==> config.mk <==
export PLATFORM = sky130hd
export DESIGN_NAME = rf_wr_arbiter
export DESIGN_NICKNAME = d
export VERILOG_FILES = /design/src/rtl/rf_wr_arbiter.sv
export SDC_FILE = /design/constraint.sdc
export NUM_CORES = 1
export LEC_CHECK = 0
export CORE_ASPECT_RATIO = 2
export CORE_MARGIN = 5
export CORE_UTILIZATION = 46
export DETAILED_ROUTE_END_ITERATION = 16
export PLACE_DENSITY = 0.76
export SYNTH_ARGS = -nofsm -noshare
export SYNTH_HDL_FRONTEND = slang
export SYNTH_SLANG_ARGS = --single-unit
==> constraint.sdc <==
create_clock -name clk -period 2.9 [get_ports clk]
set_input_delay 0.58 -clock clk [delete_from_list [all_inputs] [get_ports clk]]
set_output_delay 0.58 -clock clk [all_outputs]
set_load 0.01 [all_outputs]
==> src/rtl/rf_wr_arbiter.sv <==
// rf_wr_arbiter: the ALU and load writeback paths share one register-file write port; each has a FIFO; also flags RAW hazards for decode.
// Latency: a request accepted at the end of cycle t gives wr_en high in cycle t+2; throughput is one write per cycle.
// Backpressure: x_ready = !x_full from registered occupancy (low while reset is high); RF_WR_RR_EN selects round-robin, else MEM has fixed priority.

// Per-requester FIFO of {rd, data}. Every slot's rd and its valid bit are exposed so the hazard check can see all pending writes.
module rf_wr_fifo #(
  parameter int DW    = 32,
  parameter int RB    = 5,
  parameter int DEPTH = 2
) (
  input  logic                     clk,
  input  logic                     reset,
  input  logic                     i_push,
  input  logic [RB-1:0]            i_push_rd,
  input  logic [DW-1:0]            i_push_dat,
  input  logic                     i_pop,
  output logic [RB-1:0]            o_head_rd,
  output logic [DW-1:0]            o_head_dat,
  output logic                     o_empty,
  output logic                     o_full,
  output logic [DEPTH-1:0]         o_ent_vld,
  output logic [DEPTH-1:0][RB-1:0] o_ent_rd
);
  localparam int PW = (DEPTH > 1) ? $clog2(DEPTH) : 1;
  localparam int CW = $clog2(DEPTH) + 1;

  logic [DEPTH-1:0][RB-1:0] r_rd;
  logic [DW-1:0]            r_dat [DEPTH];
  logic [DEPTH-1:0]         r_vld;
  logic [PW-1:0]            r_wptr;
  logic [PW-1:0]            r_rptr;
  logic [CW-1:0]            r_cnt;
  logic                     w_push;
  logic                     w_pop;

  function automatic logic [PW-1:0] ptr_inc(input logic [PW-1:0] p);
    return (p == PW'(DEPTH - 1)) ? '0 : p + PW'(1);
  endfunction

  assign o_empty    = (r_cnt == '0);
  assign o_full     = (r_cnt == CW'(DEPTH));
  assign w_push     = i_push && !o_full;
  assign w_pop      = i_pop && !o_empty;
  assign o_head_rd  = r_rd[r_rptr];
  assign o_head_dat = r_dat[r_rptr];
  assign o_ent_vld  = r_vld;
  assign o_ent_rd   = r_rd;

  // Pointers, occupancy and slot-valid bits. Push and pop never touch the same slot in one cycle (that would need full or empty).
  always_ff @(posedge clk) begin
    if (reset) begin
      r_wptr <= '0;
      r_rptr <= '0;
      r_cnt  <= '0;
      r_vld  <= '0;
    end else begin
      if (w_push) begin
        r_wptr        <= ptr_inc(r_wptr);
        r_vld[r_wptr] <= 1'b1;
      end
      if (w_pop) begin
        r_rptr        <= ptr_inc(r_rptr);
        r_vld[r_rptr] <= 1'b0;
      end
      case ({w_push, w_pop})
        2'b10:   r_cnt <= r_cnt + CW'(1);
        2'b01:   r_cnt <= r_cnt - CW'(1);
        default: r_cnt <= r_cnt;
      endcase
    end
  end

  // Entry payload storage. It needs no reset because r_vld qualifies every slot.
  always_ff @(posedge clk) begin
    if (w_push) begin
      r_rd[r_wptr]  <= i_push_rd;
      r_dat[r_wptr] <= i_push_dat;
    end
  end
endmodule

module rf_wr_arbiter #(
  parameter int WD_SIZE        = 32,
  parameter int INSTR_REG_BITS = 5,
  parameter int BUF_DEPTH      = 2
) (
  input  logic                      clk,
  input  logic                      reset,
  input  logic                      alu_valid,
  input  logic [INSTR_REG_BITS-1:0] alu_rd,
  input  logic [WD_SIZE-1:0]        alu_data,
  output logic                      alu_ready,
  input  logic                      mem_valid,
  input  logic [INSTR_REG_BITS-1:0] mem_rd,
  input  logic [WD_SIZE-1:0]        mem_data,
  output logic                      mem_ready,
  output logic                      wr_en,
  output logic [INSTR_REG_BITS-1:0] wr_rd,
  output logic [WD_SIZE-1:0]        wr_data,
  input  logic [INSTR_REG_BITS-1:0] dec_rs1,
  input  logic [INSTR_REG_BITS-1:0] dec_rs2,
  input  logic                      dec_rs1_used,
  input  logic                      dec_rs2_used,
  output logic                      hazard,
  output logic                      idle
);
  localparam int RB = INSTR_REG_BITS;

  logic                      w_alu_full, w_alu_empty, w_mem_full, w_mem_empty;
  logic [RB-1:0]             w_alu_head_rd, w_mem_head_rd;
  logic [WD_SIZE-1:0]        w_alu_head_dat, w_mem_head_dat;
  logic [BUF_DEPTH-1:0]      w_alu_ent_vld, w_mem_ent_vld;
  logic [BUF_DEPTH-1:0][RB-1:0] w_alu_ent_rd, w_mem_ent_rd;
  logic                      w_grant_alu, w_grant_mem, w_mem_prio;
  logic                      w_rs1_hit, w_rs2_hit;
  logic                      r_wr_en;
  logic [RB-1:0]             r_wr_rd;
  logic [WD_SIZE-1:0]        r_wr_data;

  // Ready is held low during reset so nothing is accepted on a reset edge.
  assign alu_ready = !w_alu_full && !reset;
  assign mem_ready = !w_mem_full && !reset;

  rf_wr_fifo #(.DW(WD_SIZE), .RB(RB), .DEPTH(BUF_DEPTH)) u_alu_fifo (
    .clk(clk), .reset(reset),
    .i_push(alu_valid && alu_ready), .i_push_rd(alu_rd), .i_push_dat(alu_data),
    .i_pop(w_grant_alu),
    .o_head_rd(w_alu_head_rd), .o_head_dat(w_alu_head_dat),
    .o_empty(w_alu_empty), .o_full(w_alu_full),
    .o_ent_vld(w_alu_ent_vld), .o_ent_rd(w_alu_ent_rd)
  );

  rf_wr_fifo #(.DW(WD_SIZE), .RB(RB), .DEPTH(BUF_DEPTH)) u_mem_fifo (
    .clk(clk), .reset(reset),
    .i_push(mem_valid && mem_ready), .i_push_rd(mem_rd), .i_push_dat(mem_data),
    .i_pop(w_grant_mem),
    .o_head_rd(w_mem_head_rd), .o_head_dat(w_mem_head_dat),
    .o_empty(w_mem_empty), .o_full(w_mem_full),
    .o_ent_vld(w_mem_ent_vld), .o_ent_rd(w_mem_ent_rd)
  );

`ifdef RF_WR_RR_EN
  logic r_rr_mem;

  assign w_mem_prio = r_rr_mem;

  // Round-robin pointer: flips whenever the requester it favours is granted, contended or not.
  always_ff @(posedge clk) begin
    if (reset) begin
      r_rr_mem <= 1'b1;
    end else if ((r_rr_mem && w_grant_mem) || (!r_rr_mem && w_grant_alu)) begin
      r_rr_mem <= !r_rr_mem;
    end
  end
`else
  assign w_mem_prio = 1'b1;
`endif

  assign w_grant_mem = !w_mem_empty && (w_alu_empty || w_mem_prio);
  assign w_grant_alu = !w_alu_empty && !w_grant_mem;

  // Output register: load the granted head. An rd=0 write is consumed without raising wr_en.
  always_ff @(posedge clk) begin
    if (reset) begin
      r_wr_en   <= 1'b0;
      r_wr_rd   <= '0;
      r_wr_data <= '0;
    end else if (w_grant_mem) begin
      r_wr_en   <= (w_mem_head_rd != '0);
      r_wr_rd   <= w_mem_head_rd;
      r_wr_data <= w_mem_head_dat;
    end else if (w_grant_alu) begin
      r_wr_en   <= (w_alu_head_rd != '0);
      r_wr_rd   <= w_alu_head_rd;
      r_wr_data <= w_alu_head_dat;
    end else begin
      r_wr_en   <= 1'b0;
    end
  end

  assign wr_en   = r_wr_en;
  assign wr_rd   = r_wr_rd;
  assign wr_data = r_wr_data;

  // RAW hazard: a used, nonzero source matches any buffered rd or the write now on the port.
  always_comb begin
    w_rs1_hit = 1'b0;
    w_rs2_hit = 1'b0;
    for (int i = 0; i < BUF_DEPTH; i++) begin
      if (w_alu_ent_vld[i] && (w_alu_ent_rd[i] == dec_rs1)) w_rs1_hit = 1'b1;
      if (w_mem_ent_vld[i] && (w_mem_ent_rd[i] == dec_rs1)) w_rs1_hit = 1'b1;
      if (w_alu_ent_vld[i] && (w_alu_ent_rd[i] == dec_rs2)) w_rs2_hit = 1'b1;
      if (w_mem_ent_vld[i] && (w_mem_ent_rd[i] == dec_rs2)) w_rs2_hit = 1'b1;
    end
    if (r_wr_en && (r_wr_rd == dec_rs1)) w_rs1_hit = 1'b1;
    if (r_wr_en && (r_wr_rd == dec_rs2)) w_rs2_hit = 1'b1;
  end

  assign hazard = (dec_rs1_used && (dec_rs1 != '0) && w_rs1_hit) ||
                  (dec_rs2_used && (dec_rs2 != '0) && w_rs2_hit);
  assign idle   = w_alu_empty && w_mem_empty && !r_wr_en;
endmodule

Word level (Yosys, flattened, before mapping)
Memory sizes are Yosys's and may differ from the RTL's. A register that Yosys moved wholly into a read port is not among the register bits.
Index checks and enable logic that the tools add are counted.
{"block": "totals", "ff_bits": 70, "mem_bits_rw": 128, "inputBits": 90, "output_inout_bits": 42, "word_cells": 153, "n_memories": 2}
{"memory": "u_alu_fifo.r_dat", "depth": 2, "word_bits": 32, "rd": 1, "rd_ports_with_merged_regs": 1, "wr": 1, "line": "28", "text": "logic [DW-1:0] r_dat [DEPTH];"}
{"memory": "u_mem_fifo.r_dat", "depth": 2, "word_bits": 32, "rd": 1, "rd_ports_with_merged_regs": 1, "wr": 1, "line": "28"}
{"block": "op_classes", "add_sub_neg": 8, "n_lt_le_gt_ge": 8, "eq_ne": 17, "n_mux": 54, "bitwise": 6, "reduce_logical": 43}
{"cell": "two-way mux 32 bit", "n": 2}
{"cell": "equality test 5 bit", "n": 10}
{"cell": "two-way mux 5 bit", "n": 8}
{"cell": "logical AND 1 bit", "n": 28}
{"cell": "two-way mux 1 bit", "n": 28}
{"cell": "bitwise mux 10 bit", "n": 2}
{"cell": "nonzero test 5 bit", "n": 4}
{"cell": "two-way mux 2 bit", "n": 6}
{"cell": "demux 5 bit (select 1 bit)", "n": 2}
{"cell": "equality test 2 bit, second input constant", "n": 4}
{"cell": "less-than comparator 1 x 2 -> 1 bit, second input constant", "n": 4}
{"cell": "case mux 2 bit (2 select lines)", "n": 2}
{"cell": "zero test 1 bit", "n": 6}
{"cell": "adder 1 bit, second input constant", "n": 4}
{"cell": "adder 2 x 1 -> 2 bit, second input constant", "n": 2}
{"cell": "AND 2 bit", "n": 2}
{"cell": "demux 1 bit (select 1 bit)", "n": 4}
{"cell": "equality test 2 x 1 -> 1 bit, second input constant", "n": 2}
{"cell": ">= comparator 1 bit, second input constant", "n": 4}
{"cell": "zero test 2 bit", "n": 2}
{"cell": "NOT 2 bit", "n": 2}
{"cell": "OR 2 bit", "n": 2}
{"cell": "nonzero test 2 bit", "n": 2}
{"cell": "subtractor 2 x 1 -> 2 bit, second input constant", "n": 2}
{"cell": "other kinds (2)", "n": 2}

Logic depth before layout (Yosys ltp)
{"block": "logic_depth", "ltp_word": 9, "depth_mapped": 7, "ltp_nobuf": 7}

By module
Synthesis repeated with hierarchy kept, for this count alone.
{"block": "unflattened", "hier_cells": 563, "hier_area_um2": 8343.0}
{"module": "rf_wr_fifo", "n_inst": 2, "cells_each": 149, "area_per_inst_um2": 2965.3, "seq_area_each_um2": 2362.3}
{"module": "rf_wr_arbiter", "n_inst": 1, "cells_each": 265, "area_per_inst_um2": 2412.3, "seq_area_each_um2": 760.7}

Worst setup path after synthesis
Ideal clock, no wire load.
{"block": "synth_path", "path_type": "input port to flip-flop", "startpoint": "in reset", "endpoint": "reg u_mem_fifo.r_rd (netlist bit u_mem_fifo.o_ent_rd[0]), enable pin", "setup_time_ps": 433, "arrival_ps": 2733, "required_ps": 2467, "setup_slack_ps": -266, "path_stages": 4, "path_buffers": 1, "path_cell_list": "clkbuf_1 -> nor2_1 -> nand2_1 -> nor2_1"}
{"block": "synth_via", "elab_chain_len": 4}
{"element": "start, declared", "line": "88", "text": "input logic reset,"}
{"element": "zero test 1 bit", "line": "122", "text": "assign mem_ready = !w_mem_full && !reset;"}
{"element": "logical AND 1 bit", "line": "122"}
{"element": "net mem_ready", "line": "96", "text": "output logic mem_ready,"}
{"element": "logical AND 1 bit", "line": "135", "text": ".i_push(mem_valid && mem_ready), .i_push_rd(mem_rd), .i_push_dat(mem_data),"}
{"element": "logical AND 1 bit", "line": "42", "text": "assign w_push = i_push && !o_full;"}
{"element": "end signal, assigned by index", "line": "76", "text": "r_rd[r_wptr] <= i_push_rd;"}
{"element": "end, declared", "line": "27", "text": "logic [DEPTH-1:0][RB-1:0] r_rd;"}
The timed path passes the listed nets, and every way through them passes these cells.
A chain may end at the register's enable or synchronous reset.

Worst setup path after layout
{"block": "layout_path", "startpoint": "reg u_mem_fifo.r_rd (netlist bit u_mem_fifo.o_ent_rd[8])", "endpoint": "out hazard"}
{"block": "layout_via", "elab_chain_len": 6, "word_cells_on_any_way": 11, "classes_between": "2 x eq/ne; 4 x mux; 5 x reduce/logical"}
{"element": "equality test 5 bit (on tied branches)", "line": "191, 193"}
{"element": "logical AND 1 bit (on tied branches)", "line": "191, 193"}
{"element": "two-way mux 1 bit (on tied branches)", "line": "191, 193"}
{"element": "two-way mux 1 bit (on tied branches)", "line": "195, 196"}
{"element": "logical AND 1 bit (on tied branches)", "line": "199, 200"}
{"element": "logical OR 1 bit *", "line": "199", "text": "assign hazard = (dec_rs1_used && (dec_rs1 != '0) && w_rs1_hit) ||"}
{"element": "end, declared", "line": "104", "text": "output logic hazard,"}
Mark *: on every way between the ends. The rest lies on a longest branch, timed or not.

==> flow_summary_export.csv <==
group,metric,value,unit
yosys,synth.ff_latch_count,200,
route,highest_layer,"met4",
yosys,async_flop_share,0,%
global_routing,grt_overflow_total,0,
pwr,power_density,785,nW/um^2
run,cap_violations,0,
global_routing,grt_pass1_vias,5532,
critical_path,crit_required,2.32,ns
die,rows,68,
die,fp.dieW,104,um
sta,holdWs,0.465,ns
place,preCtsSetupSlack,-0.502,ns
critical_path,slowest_delay,0.51,ns
clocking,clk_pin_slew,0.07,ns
global_routing,antenna_found_initial,1,
layout,filler_cell_count,1359,
clocking,clockRootBuffer,"clkbuf_16",
critical_path,path_buf_inv,1,
yosys,ys_types,36,
layout,design_area,10300,sq um
global_routing,grt_pass1_wl,29700,um
sta,rsz0062_at_grt,"no",
die,die_h,198,um
sta,tns,0,ns
yosys,synth_mux_area_share,9.17,%
worst_hold_path,min_path_type,"flop to flop",
sta,final-max-slew-violation-count,0,
critical_path,crit_path_end_kind,"output port",
place,gp_congestion,0.872,
sta,max_freq,370,MHz
sta,finalClockSkew,0.00965,ns
yosys,synth_edf_count,148,
yosys,synthFlopType,"edfxtp_1",
layout,final_core_util,59.4,%
yosys,synth_top_family_by_area,"multiplexers",
outcome,status,"completed",
yosys,synth_simple_gate_area_share,5.71,%
critical_path,critPathMaxFanout,4,
yosys,syn-num-nets,653,
yosys,synth_compound_area_share,7.98,%
clocking,cts_tree,"yes",
route,vias,5048,
route,wl_met1,6650,um
route,wl,19200,um
critical_path,crit_chain,"xor2_1 -> nor4_2 -> nand3_1 -> nand3_1 -> o221ai_1 -> o21ai_1 -> clkbuf_2",
sta,post-route-period-util,93.3,%
place,post_dp_cell_area,9630,sq um
critical_path,path_common_cell,"nand3_1",
route,drtPass1Iterations,4,
critical_path,start_kind,"flop",
global_routing,gr-usage-all-layers,18.8,%
sta,finalHoldViolCount,0,
layout,area_delta_synth_final,26.7,%
critical_path,reg2reg_slack,0.90,ns
pwr,vdd_drop_max,0.557,mV
layout,layout-drive-gt1-share,9.56,%
yosys,synthCells,562,
place,hpwl,13600,um
yosys,synthesis.area,8090,sq um
yosys,yosysWarnings,0,
yosys,ys_seq_area_share,67.8,%
sta,finalSetupViolCount,0,
global_routing,grt_max_degree,42,
critical_path,crit_family,"simple AND/OR/NAND/NOR gates",
sta,tightestPinTransition,0.801,ns
clocking,cts_setup_buffers,0,
clocking,cts.sinks,200,
route,drtIter0Drc,183,
clocking,h-tree-depth,4,
sta,relSlewSlack,46.6,%
yosys,yosysMostFrequentCell,"edfxtp_1",
critical_path,arrival,2.13,ns
sta,period_needed,2.71,ns
clocking,cts_buffers,17,
die,initial_utilization,46.9,%
route,wl_per_cell,21.1,um
die,core_area,17300,sq um
yosys,ys_top_cells_by_count,"edfxtp_1, mux2i_1, a211oi_1",
yosys,ys_top_cells_by_area,"edfxtp_1, dfxtp_1, mux2i_1, a211oi_1, xor2_1",
die,io_pins,132,
clocking,clockBufferDepth,2,
sta,finalWorstSetupSlack,0.194,ns
clocking,clkLatencyLatePin,0.44,ns
yosys,synth_area_leader_cell,"edfxtp_1",
route,met2_wirelength,11400,um
place,port_buffers,131,
route,antenna_left,0,
die,dieArea,20500,sq um
route,viasPerCell,5.54,
route,route.met3.wl,620,um
yosys,avgSynthCellArea,14.4,sq um
critical_path,cp_slowest_cell,"edfxtp_1",
route,drc,0,
critical_path,path_class,"flop to output port",
yosys,synthAdderAreaFrac,0.155,%
pwr,total_leakage_power,3.45,nW
layout,nNetsFinal,779,
clocking,hold_buffers,0,
yosys,synth_top_area_share,54.9,%
yosys,synth-xor-area-share,6.06,%
==> what timing repair did <==
item / CTS / global route
resized for setup: 10 / 2
pin swaps: 0 / 1
setup endpoints to repair: 1 / 1
==> sequential cells by signal, indices dropped and copies added (netlist names), named ones only <==
name / cells
u_alu_fifo.o_ent_rd: 10
u_alu_fifo.o_ent_vld: 2
u_alu_fifo.r_cnt: 2
u_alu_fifo.r_dat: 64
u_alu_fifo.r_rptr: 1
u_alu_fifo.r_wptr: 1
u_mem_fifo.o_ent_rd: 10
u_mem_fifo.o_ent_vld: 2
u_mem_fifo.r_cnt: 2
u_mem_fifo.r_dat: 64
u_mem_fifo.r_rptr: 1
u_mem_fifo.r_wptr: 1
wr_data: 32
wr_en: 1
wr_rd: 5
==> metal layers <==
metal / vias to the layer above / track usage, %
met5: - / 0
met4: 0 / 9.37
met3: 31 / 3.73
met2: 125 / 36.6
met1: 2515 / 18.6
li1: 2377 / -
==> cells in the final DEF (no fill, tap or decap), drive strengths merged, types with 3 or more instances in the layout <==
cell | Yosys | routed
edfxtp | 148 | 148
clkdlybuf4s50 | 0 | 121
mux2i | 73 | 73
a211oi | 73 | 73
nor2 | 57 | 57
dfxtp | 52 | 52
xor2 | 43 | 43
clkbuf | 5 | 22
buf | 38 | 20
xnor2 | 13 | 13
nor4 | 13 | 13
nand3 | 11 | 11
dlygate4sd2 | 0 | 8
a21oi | 6 | 6
inv | 1 | 6
nand2 | 5 | 5
or4 | 4 | 4
o21ai | 4 | 4
clkinv | 0 | 4
nor3 | 3 | 3
and3 | 3 | 3
==> cells by family (layout without fill, tap and decap cells) <==
kind of cell | count (synthesis) | after routing
AOI/OAI and AO/OA | 88 | 88
xor gates and xnor gates | 56 | 56
adders and majority gates | 1 | 1
buffers and inverters | 44 | 183
DFF | 200 | 200
muxes | 74 | 74
other | 0 | 1
and+or+nand+nor | 99 | 99
==> through the flow <==
| step | instances | power, mW |
|---|---|---|
| after global placement | 879 | 5.61 |
| after CTS | 911 | 8.13 |
| after floorplan | 562 | 4.93 |
| after global routing | 912 | 8.40 |
| final | 912 | 8.05 |
| after detailed placement | 879 | 5.68 |
==> worst reg2reg max path, cell delays in order, from the launching register on <==
cell and delay [ns]:
dfxtp_1 0.33, or2_2 0.32, buf_4 0.27, nor2_4 0.21, ha_1 0.29, or3_1 0.37
a21oi_1 0.16
==> cell type report <==
class	count	area (sq um)	area share [%]
flip-flops and latches	200	5490	53.5
multi-input cells	318	2380	23.2
repair buffers	150	1480	14.5
clock buffers	21	514	5.01
well taps	210	263	2.56
clock inverters	11	121	1.18
inverters	1	3.75	0.0366
diodes	1	2.50	0.0244
==> where the power goes <==
| part | switching, mW | internal, mW | total [mW] |
|---|---|---|---|
| combinational | 1.01 | 0.927 | 1.94 |
| clock | 1.05 | 1.39 | 2.44 |
| sequential | 0.288 | 3.39 | 3.68 |
| total | 2.35 | 5.70 | 8.05 |
==> path summary, 6_finish.rpt <==
kind / from / endpoint / cells after the start
worst max-delay path: u_mem_fifo.o_ent_rd[8] / hazard / 7
worst min-delay path: u_mem_fifo.r_cnt[1] / u_mem_fifo.r_cnt[1] / 2
worst max register to register: u_mem_fifo.r_cnt[1] / u_alu_fifo.r_cnt[1] / 6
worst min register to register: u_mem_fifo.r_cnt[1] / u_mem_fifo.r_cnt[1] / 2
Power figures use the tool's default switching activity.
